<file path="src/rtl/slot_alloc_bitmap_pkg.sv">
// Shared slot-tracking definitions for dispatch, issue and the slot allocator.
// Holds the default slot geometry and the index-width helper.
package slot_alloc_bitmap_pkg;

    localparam int DEFAULT_DEPTH      = 16;
    localparam int DEFAULT_FREE_PORTS = 2;

    function automatic int idx_w(input int depth);
        return (depth <= 2) ? 1 : $clog2(depth);
    endfunction

    localparam int DEFAULT_IW = idx_w(DEFAULT_DEPTH);

    typedef logic [DEFAULT_IW-1:0] slot_idx_t;

endpackage

</file>
<file path="src/rtl/slot_alloc_bitmap_onehot_decoder.sv">
// Index plus enable to one-hot slot mask.
// Out-of-range indices decode to an all-zero mask.
module onehot_decoder #(
    parameter int DEPTH = 16,
    parameter int IW    = 4
) (
    input  logic             i_en,
    input  logic [IW-1:0]    i_idx,
    output logic [DEPTH-1:0] o_mask
);

    always_comb begin
        o_mask = '0;
        for (int i = 0; i < DEPTH; i++) begin
            o_mask[i] = i_en && (i_idx == IW'(i));
        end
    end

endmodule

</file>
<file path="src/rtl/slot_alloc_bitmap.sv">
// Busy/free bitmap for shared queue slots: lowest-free grant,
// multi-port release, flush, and illegal-release reporting.
module slot_alloc_bitmap
    import slot_alloc_bitmap_pkg::*;
#(
    parameter int DEPTH      = DEFAULT_DEPTH,
    parameter int FREE_PORTS = DEFAULT_FREE_PORTS,
    localparam int IW        = idx_w(DEPTH),
    localparam int CW        = $clog2(DEPTH + 1)
) (
    input  logic                     clk,
    input  logic                     reset,
    input  logic                     alloc_req,
    output logic                     alloc_gnt,
    output logic [IW-1:0]            alloc_idx,
    input  logic [FREE_PORTS-1:0]    free_valid,
    input  logic [FREE_PORTS*IW-1:0] free_idx,
    input  logic                     flush,
    output logic [DEPTH-1:0]         busy_vec,
    output logic [CW-1:0]            count,
    output logic                     full,
    output logic                     empty,
    output logic                     free_err
);

    logic [DEPTH-1:0] r_busy;
    logic [CW-1:0]    r_count;
    logic             r_err;

    logic [DEPTH-1:0] w_masks [FREE_PORTS];
    logic [DEPTH-1:0] w_req_mask;
    logic [DEPTH-1:0] w_clr;
    logic [DEPTH-1:0] w_set;
    logic [IW-1:0]    w_low;
    logic [CW-1:0]    w_pop;
    logic [CW-1:0]    w_next_count;
    logic             w_err;

    for (genvar g = 0; g < FREE_PORTS; g++) begin : g_dec
        onehot_decoder #(
            .DEPTH (DEPTH),
            .IW    (IW)
        ) u_dec (
            .i_en   (free_valid[g]),
            .i_idx  (free_idx[g*IW +: IW]),
            .o_mask (w_masks[g])
        );
    end

    // Descending scan so the last hit is the lowest free slot.
    always_comb begin
        w_low = '0;
        for (int i = DEPTH - 1; i >= 0; i--) begin
            if (!r_busy[i]) begin
                w_low = IW'(i);
            end
        end
    end

    assign full      = (r_count == CW'(DEPTH));
    assign empty     = (r_count == '0);
    assign alloc_gnt = alloc_req & ~full & ~flush;
    assign alloc_idx = alloc_gnt ? w_low : '0;
    assign w_set     = alloc_gnt ? (DEPTH'(1) << w_low) : '0;

    always_comb begin
        w_req_mask = '0;
        w_err      = 1'b0;
        for (int p = 0; p < FREE_PORTS; p++) begin
            w_req_mask = w_req_mask | w_masks[p];
            if (free_valid[p] && int'(free_idx[p*IW +: IW]) >= DEPTH) begin
                w_err = 1'b1;
            end
            for (int q = 0; q < p; q++) begin
                if (free_valid[p] && free_valid[q] &&
                    free_idx[p*IW +: IW] == free_idx[q*IW +: IW]) begin
                    w_err = 1'b1;
                end
            end
        end
        if (|(w_req_mask & ~r_busy)) begin
            w_err = 1'b1;
        end
    end

    assign w_clr = w_req_mask & r_busy;

    always_comb begin
        w_pop = '0;
        for (int i = 0; i < DEPTH; i++) begin
            w_pop = w_pop + CW'(w_clr[i]);
        end
    end

    // Set and clear masks are disjoint, so this never wraps.
    assign w_next_count = r_count + CW'(alloc_gnt) - w_pop;

    always_ff @(posedge clk or posedge reset) begin
        if (reset) begin
            r_busy  <= '0;
            r_count <= '0;
            r_err   <= 1'b0;
        end else if (flush) begin
            r_busy  <= '0;
            r_count <= '0;
            r_err   <= 1'b0;
        end else begin
            r_busy  <= (r_busy & ~w_clr) | w_set;
            r_count <= w_next_count;
            r_err   <= w_err;
        end
    end

    assign busy_vec = r_busy;
    assign count    = r_count;
    assign free_err = r_err;

endmodule

</file>
<file path="config.mk">
export PLATFORM = sky130hd
export DESIGN_NAME = slot_alloc_bitmap
export DESIGN_NICKNAME = d
export VERILOG_FILES = /design/src/rtl/slot_alloc_bitmap_pkg.sv /design/src/rtl/slot_alloc_bitmap_onehot_decoder.sv /design/src/rtl/slot_alloc_bitmap.sv
export SDC_FILE = /design/constraint.sdc
export NUM_CORES = 1
export LEC_CHECK = 0
export BUFFER_PORTS_ARGS = -buffer_cell sky130_fd_sc_hd__buf_4
export CORE_MARGIN = 2
export CORE_UTILIZATION = 53
export CTS_CLUSTER_SIZE = 20
export DETAILED_ROUTE_END_ITERATION = 8
export PLACE_DENSITY = 0.76
export SLEW_MARGIN = 20
export SYNTH_ARGS = -nofsm -noshare
export SYNTH_HDL_FRONTEND = slang
export SYNTH_SLANG_ARGS = --single-unit
</file>
<file path="constraint.sdc">
create_clock -name clk -period 11.1 [get_ports clk]
set_clock_uncertainty 0.2 [all_clocks]
set_input_delay 2.22 -clock clk [delete_from_list [all_inputs] [get_ports clk]]
set_output_delay 2.22 -clock clk [all_outputs]
set_load 0.01 [all_outputs]
</file>
==> results of run 1 <==
==> worst paths after layout <==
kind | start | endpoint | slack [ns]
worst max-delay path | free_idx[5] | count[4]$_DFF_PP0_ | 4.08
worst min-delay path | busy_vec[9]$_DFF_PP0_ | busy_vec[9]$_DFF_PP0_ | 0.45
worst max register to register | count[2]$_DFF_PP0_ | count[4]$_DFF_PP0_ | 6.18
worst min register to register | busy_vec[9]$_DFF_PP0_ | busy_vec[9]$_DFF_PP0_ | 0.45
max in group asynchronous | reset | free_err$_DFF_PP0_ | 8.21
min in group asynchronous | reset | count[0]$_DFF_PP0_ | 1.94
==> per-stage QoR <==
stage,total power [mW],cells,cell area (um^2)
after floorplan,0.2714,276,2364
after global placement,0.3306,358,2684
after detailed placement,0.3406,358,2684
after CTS,0.4042,362,2739
after global routing,0.4340,362,2739
final,0.4001,362,2739
==> final cells by class <==
type / count / area, um^2 / area share, %
Timing Repair Buffer: 42 / 315.3 / 11.51
Sequential cell: 22 / 550.5 / 20.10
Tap cell: 52 / 65.06 / 2.376
Inverter: 39 / 146.4 / 5.345
Multi-Input combinational cell: 203 / 1607 / 58.66
Clock buffer: 4 / 55.05 / 2.010
==> cell usage in the layout (no fill, tap or decap), types with 6 or more instances in the layout <==
cell type  count
fa_1          14
o22ai_1        9
buf_4         42
nor2b_1        7
nor3_1        11
nand3_1        6
nand2_1       23
ha_1          16
o32ai_1       13
nor2_1        17
inv_1         37
nand2b_1       7
and2_1         8
o21ai_0        7
dfrtp_1       22
a21oi_1        6
==> routing by layer <==
metal	routed length (um)	vias up	part of all wire, %	global-route usage, %
met5	0	-	0	0
met4	150	0	2.3	9.015
met3	562	19	8.5	3.276
met2	2941	146	45	43.51
met1	2928	1095	44	40.75
li1	-	1042	-	-
==> cell usage after synthesis, drive strengths merged, types with 4 or more instances <==
library cell and n:
inv 39, nor2 17, o22ai 11, o32ai 16, xor2 5, o21ai 8, fa 14, and2 9
nand2b 7, or3b 4, nand3 6, a21oi 6, nand2 23, nor3 11, dfrtp 22, nor2b 7
clkbuf 4, a31oi 5, ha 16, buf 8, xnor2 5
==> cell families after synthesis <==
family	Yosys count	synth area share (%)
flip-flops	22	23.29
AO/OA/AOI/OAI	62	21.12
XOR/XNOR	10	3.705
adder cells (fa/ha/maj)	30	20.33
buffers and inverters	51	8.734
AND/OR/NAND/NOR	101	22.82
==> worst max-delay path: cells and delay by family <==
family | cells | cell delay, ns
compound gates | 1 | 0.44
xor+xnor | 3 | 0.52
fa+ha+maj | 8 | 2.84
buf+inv | 5 | 0.34
simple gates | 3 | 0.60
==> state kept, by name (all words and copies together) (netlist names) <==
name and flops:
count 5, free_err 1, busy_vec 16
==> report_power, final <==
part	internal, mW	switching (mW)
clock	0.0317	0.0292
sequential	0.0906	0.0117
combinational	0.115	0.122
==> flow_summary.toml, run 1 <==
[run_status]
status = "completed"

[cells_and_area]
drive_gt1_share_pct = 20.00
fillerInstances = 380
syn_to_final_growth_pct = 15.88
n_antenna_cell = 0
fin_util_pct = 63.34
final_net_count = 355

[timing]
fmax_mhz = 142.5
max_slew_margin_pct = 40.22
slew_viol_final = 0
rsz0062_at_grt = "false"
final-hold-violation-count = 0
setup_viol = 0
period_minus_slack_ns = 7.015
final.setup.worst_slack_ns = 4.085
holdWs_ns = 0.4453
tightestPinTransition_ns = 0.8957
tns_ns = 0
fin_crit_sh_pct = 63.20

[routing]
wl_mm = 6.583
wire_per_inst_um = 18.19
drc = 0
vias = 2302
final_antenna_net_count = 0
drt_pass1_iterations = 5
drt_iter0_drc = 372
vias_per_cell = 6.359

[die]
io_pins = 43
rows = 24
dieArea_mm2 = 0.005010
die_w_um = 70.78
die_h_um = 70.78
start_util_pct = 54.66
design.core.area_mm2 = 0.004324

[clock_network]
cts_setup_buffers = 0
clk_pin_slew_ns = 0.09
tritoncts = "done"
cts_resized = 0
cts_buffers = 3
cts_hold_buffers = 0
clkSinkCount = 22
cts_max_level = 1
clk_latency_ns = 0.27
cts_root_buf = "clkbuf_8"
clock_path_buffers = 2

[logic_synthesis]
syn-mean-instance-area_um2 = 8.563
synth.largest_area_cell = "dfrtp_1"
syn_nets = 320
yosysWarnings = 0
synthesis.area_mm2 = 0.002364
synth_top_area_share_pct = 23.29
syn_inst = 276
synth_edf_count = 0
synth_cell_types = 52
ys_ff_latch = 22
yosysSeqAreaShare_pct = 23.29
ys_top_cells_by_area = "dfrtp_1 23%, fa_1 12%, ha_1 8.5%, inv_1 5.9%, o32ai_1 4.8%"
async_flop_share_pct = 100.0
ys.flop_type = "dfrtp_1"

[global_route]
grt_usage_pct = 27.90
grt_pass1_vias = 2251
grt_antenna_before_repair = 0
grt_pass1_wl_mm = 11.05
grt_overflow_total = 0
grt_max_degree = 25

[setup_path]
crit_required_ns = 11.06
critPathSlowestCell = "fa_1"
crit_path_max_fanout = 7
crit_type = "primary input to flop"
arrival_ns = 6.98
rr_worst_depth = 19
end_kind = "flop"
path_common_cell = "fa_1"
cp_cell_sequence = "buf_4 -> or2_1 -> o32ai_1 -> and2_1 -> fa_1 -> inv_1 -> ha_1 -> inv_1 -> fa_1 -> fa_1 -> fa_1 -> inv_1 -> ha_1 -> ha_1 -> inv_1 -> fa_1 -> xor2_1 -> xnor2_1 -> xnor2_1 -> nor2_1"
worst_setup_path_start_kind = "primary input"
max_stage_delay_ns = 0.53

[place]
hpwlAfterDp_mm = 5.178
finalWeightedCongestion = 1.016
post-place-ws_ns = 3.783
io_buffers = 42

[hold_path]
hold_class = "flop to flop"
min_path_cells = 2

[power_and_ir_drop]
power_density_mw_per_mm2 = 146.1
leakagePower_nw = 1.172
ir_drop_mv = 0.2188

[run]
cap_violations = 0
(Power assumes the default switching activity.)
==> run 2: changes to the inputs <==
- CORE_UTILIZATION: 53 -> 51
- PLACE_DENSITY: 0.76 -> 0.77
- clock period: 11.1 -> 5.7 ns (I/O delays scaled with it)
==> run 2 against run 1 <==
Critical path depth did not move. Non-clock buffer count grew 40. Highest routed layer unchanged. Critical endpoint unchanged. Power grew 130%. First-iteration DRC count shrank 54%. Die area up 3.7%. Sequential share of layout area is 2.8 points lower. Sequential power up 96%. Routed wire length rose by 9.0%. Combinational power is 130% higher. Via count increased by 7.0%.
==> flow_summary.toml, run 2 (synthesized netlist as in run 1, its figures left out) <==
[run_status]
status = "completed"

[setup_path]
worst_setup_path_start_kind = "primary input"
critPathSlowestCell = "fa_1"
crit_path_max_fanout = 4
arrival_ns = 5.50
cp_cell_sequence = "buf_4 -> or3b_4 -> o22ai_2 -> and2_4 -> fa_1 -> inv_1 -> ha_2 -> inv_2 -> fa_1 -> fa_2 -> fa_1 -> inv_2 -> ha_4 -> ha_4 -> inv_2 -> fa_2 -> xor2_1 -> xnor2_1 -> xnor2_1 -> nor2_1"
crit_type = "primary input to flop"
max_stage_delay_ns = 0.50
end_kind = "flop"
critical-path-top-delay-family = "adder cells"
cp.buffers_inverters = 5
crit_required_ns = 5.67

[routing]
drc = 0
wire_per_inst_um = 17.85
vias_per_cell = 6.124
drt_iter0_drc = 170
vias = 2462
drt_pass1_iterations = 5
final_antenna_net_count = 0
wl_mm = 7.177

[clock_network]
cts_hold_buffers = 0
cts_buffers = 3
clk_latency_ns = 0.28
clock_path_buffers = 2
clkSinkCount = 22
tritoncts = "done"
cts_max_level = 1
clk_pin_slew_ns = 0.10
cts_root_buf = "clkbuf_8"

[global_route]
grt_usage_pct = 28.99
grt_max_degree = 25
grt_pass1_wl_mm = 11.59
grt_pass1_vias = 2368
grt_antenna_before_repair = 0
grt_overflow_total = 0

[cells_and_area]
most-common-layout-cells = "79 x buf_4, 33 x inv_1, 22 x nand2_1, 22 x dfrtp_1, 16 x nor2_1"
layout.cells.most_common = "buf_4"
final_net_count = 395
fillerInstances = 345
fin_util_pct = 71.91
n_antenna_cell = 0
largest_reg_flops = 16
fin_cells = 402
syn_to_final_growth_pct = 34.30
drive_gt1_share_pct = 35.71

[power_and_ir_drop]
leakagePower_nw = 1.380
power_density_mw_per_mm2 = 285.8
ir_drop_mv = 0.3762
power_uw = 907.3

[timing]
tns_ns = 0
holdWs_ns = 0.4669
setup_viol = 0
final-hold-violation-count = 0
max_slew_margin_pct = 40.59
tightestPinTransition_ns = 0.8901
fmax_mhz = 180.7
rsz0062_at_grt = "false"
period_minus_slack_ns = 5.534
slew_viol_final = 0
fin_crit_sh_pct = 97.08

[place]
finalWeightedCongestion = 0.9394
hpwlAfterDp_mm = 5.608
io_buffers = 42
dp.cells = 397

[die]
die_h_um = 72.08
dieArea_mm2 = 0.005195
design.core.area_mm2 = 0.004414
start_util_pct = 53.54
io_pins = 43
die_w_um = 72.08
rows = 24

[hold_path]
hold_class = "flop to flop"

[run]
cap_violations = 0
## run 2: cell count changes in the layout (fill, tap and decap cells not counted), sizes merged
cell	change
bufinv	+1
clkbuf	-1
buf	+40
## run 2: final timing paths
path / endpoint / from / depth (start not counted) / slack [ns]
worst max register to register: count[4]$_DFF_PP0_ / count[2]$_DFF_PP0_ / 19 / 0.86
max in group asynchronous: busy_vec[9]$_DFF_PP0_ / reset / 2 / 3.90
worst max-delay path: count[4]$_DFF_PP0_ / free_idx[2] / 20 / 0.17
min in group asynchronous: busy_vec[2]$_DFF_PP0_ / reset / 2 / 0.85
worst min register to register: busy_vec[13]$_DFF_PP0_ / busy_vec[13]$_DFF_PP0_ / 2 / 0.47
worst min-delay path: busy_vec[13]$_DFF_PP0_ / busy_vec[13]$_DFF_PP0_ / 2 / 0.47
## run 2: final cells by class
cell class	count	area [um^2]	area share [%]
inverters	39	146.4	4.612
repair buffers	82	635.6	20.02
flip-flops and latches	22	550.5	17.34
clock inverters	1	30.03	0.9460
clock buffers	3	41.29	1.301
multi-input cells	203	1705	53.73
well taps	52	65.06	2.050
## run 2: metal layers
layer  vias to the layer above  GRT usage (%)  share of wire, %
met5                         -              0                 0
met4                         0          8.805               1.3
met3                        13          6.528               9.2
met2                       144          45.06                46
met1                      1182          40.48                43
li1                       1123              -                 -
## run 2: power breakdown
part           switching (mW)  internal [mW]
Clock                  0.0596         0.0941
Combinational           0.268          0.286
Sequential             0.0233          0.176
## run 2: what timing repair did
item	CTS	global route
resized for setup	0	25
endpoints found under the setup margin	0	1
setup buffers	0	1
## run 2: per-stage QoR
stage / setup slack, ns / instance area [um^2]
final: 0.1663 / 3174
after global routing: 0.004374 / 3174
after CTS: 0.07686 / 3072
after detailed placement: -0.2285 / 3000
after global placement: -0.1303 / 3000
after floorplan: 0.02361 / 2377
## run 2: worst reg2reg max path: cells and delay by family (launching register included)
kind	cells	cell delay [ns]
adders and majority gates	8	2.66
and+or+nand+nor	3	0.61
xor gates and xnor gates	3	0.52
DFF	1	0.42
buffers and inverters	5	0.34
==> run 3: changes to the inputs <==
- CORE_UTILIZATION: 51 -> 53
- PLACE_DENSITY: 0.77 -> 0.76
- TNS_END_PERCENT: not set -> 30
- clock period: 5.7 -> 6 ns (I/O delays scaled with it)
==> run 3 against run 2 <==
Utilization decreased by 4.1 points. Cell area shrank 7.7%. Non-clock buffer count decreased by 17. Sequential power shrank 6%. Cell count down 4.2%. First-iteration DRC count is 52% higher. Worst hold slack better by 0.011 ns. Combinational power shrank 21%. Sequential share of layout area up 1.4 points. Die area decreased by 3.6%. Critical endpoint unchanged.
==> flow_summary.toml, run 3 (synthesized netlist as in run 1, its figures left out) <==
[timing]
final-hold-violation-count = 0
slew_viol_final = 0
rsz0062_at_grt = "false"
tightestPinTransition_ns = 0.8401
period_minus_slack_ns = 5.769
max_slew_margin_pct = 43.93
setup_viol = 0
fin_crit_sh_pct = 96.15
fmax_mhz = 173.3

[cells_and_area]
syn_to_final_growth_pct = 23.98
drive_gt1_share_pct = 26.73
n_antenna_cell = 0
largest_reg_flops = 16
final_net_count = 378
fin_cells = 385
layout.cells.most_common = "buf_4"
most-common-layout-cells = "65 x buf_4, 37 x inv_1, 23 x nand2_1"

[clock_network]
cts_buffers = 3
clkSinkCount = 22
clk_pin_slew_ns = 0.08
clock_path_buffers = 2
tritoncts = "done"
cts_max_level = 1
cts_root_buf = "clkbuf_8"
clk_latency_ns = 0.26
cts_setup_buffers = 0

[global_route]
grt_pass1_wl_mm = 11.36
grt_pass1_vias = 2340
grt_antenna_before_repair = 0
grt_overflow_total = 0
grt_usage_pct = 28.96
grt_max_degree = 25

[routing]
final_antenna_net_count = 0
drt_pass1_iterations = 6
wire_per_inst_um = 18.11
wl_mm = 6.972
vias = 2364
vias_per_cell = 6.140
drc = 0
drt_iter0_drc = 259

[setup_path]
crit_path_max_fanout = 5
arrival_ns = 5.72
crit_required_ns = 5.95
worst_setup_path_start_kind = "primary input"
crit_type = "primary input to flop"
rr_worst_depth = 19
end_kind = "flop"

[place]
finalWeightedCongestion = 0.9022
io_buffers = 42
hpwlAfterDp_mm = 5.549
dp.cells = 381

[die]
io_pins = 43
dieArea_mm2 = 0.005010
start_util_pct = 54.66
die_h_um = 70.78
design.core.area_mm2 = 0.004324
rows = 24
die_w_um = 70.78

[power_and_ir_drop]
leakagePower_nw = 1.283
power_uw = 737.4
power_frac_comb_pct = 59.6
power_density_mw_per_mm2 = 251.7
power_switching_uw = 289.1
switching_share_pct = 39.21
internal-power_uw = 448.3
clockPowerShare_pct = 14.8
ir_drop_mv = 0.3422
pwr-share-seq_pct = 25.6

[run_status]
status = "completed"

[hold_path]
hold_class = "flop to flop"
min_path_cells = 2

[run]
cap_violations = 0
run 3: worst paths after layout:
path | slack, ns | end | startpoint
max | 0.23 | count[4]$_DFF_PP0_ | free_idx[2]
min | 0.48 | busy_vec[13]$_DFF_PP0_ | busy_vec[13]$_DFF_PP0_
max reg2reg | 1.21 | count[4]$_DFF_PP0_ | count[2]$_DFF_PP0_
min reg2reg | 0.48 | busy_vec[13]$_DFF_PP0_ | busy_vec[13]$_DFF_PP0_
max in group asynchronous | 4.18 | busy_vec[7]$_DFF_PP0_ | reset
min in group asynchronous | 0.90 | busy_vec[15]$_DFF_PP0_ | reset
run 3: area by class of cell:
class,instances,area [um^2]
timing repair buffer,65,488.0
sequential,22,550.5
fill,378,1394
multi-input combinational,203,1625
clock buffer,4,55.05
inverter,39,146.4
tap,52,65.06
run 3: per-layer routing:
layer / track usage [%] / wire, um
met1: 40.16 / 2946
met4: 9.644 / 191
met3: 5.271 / 654
met5: 0 / 0
met2: 46.00 / 3179
run 3: what timing repair did:
item	4_1_cts	5_1_grt
endpoints found under the setup margin	0	1
gates resized for setup	0	5
hold buffers	0	0
run 3: worst max-delay path, cell delays in order:
cell      delay (ns)
buf_4           0.11
buf_4           0.12
nand3b_1        0.24
buf_4           0.17
o32ai_1         0.09
and2_1          0.20
fa_1            0.42
ha_1            0.32
fa_1            0.50
fa_1            0.47
fa_1            0.52
inv_1           0.05
ha_1            0.27
ha_1            0.13
inv_1           0.05
fa_1            0.37
xor2_1          0.16
xnor2_1         0.16
xnor2_1         0.13
nor2_1          0.05
run 3: per-stage QoR:
step           area [um^2]  utilization [%]  worst slack, ns  setup TNS [ns]  hold WS, ns
2_1_floorplan         2364                -          0.08776               0       0.4037
3_3_place_gp          2856            66.06        -0.007096       -0.007096       0.4218
3_5_place_dp          2856            66.06          -0.1356         -0.1356       0.4493
4_1_cts               2912            67.33           0.1616               0       0.4579
5_1_grt               2930            67.77          0.01474               0       0.5017
6_report              2930            67.77           0.2310               0       0.4780
run 3: power groups by stage:
| stage | clock [mW] | sequential (mW) | combinational, mW |
|---|---|---|---|
| finish | 0.109 | 0.188 | 0.440 |
| global placement | 0 | 0.191 | 0.432 |
| detailed placement | 0 | 0.191 | 0.443 |
| floorplan | 0 | 0.194 | 0.308 |
| CTS | 0.114 | 0.189 | 0.449 |
| global route | 0.117 | 0.192 | 0.515 |
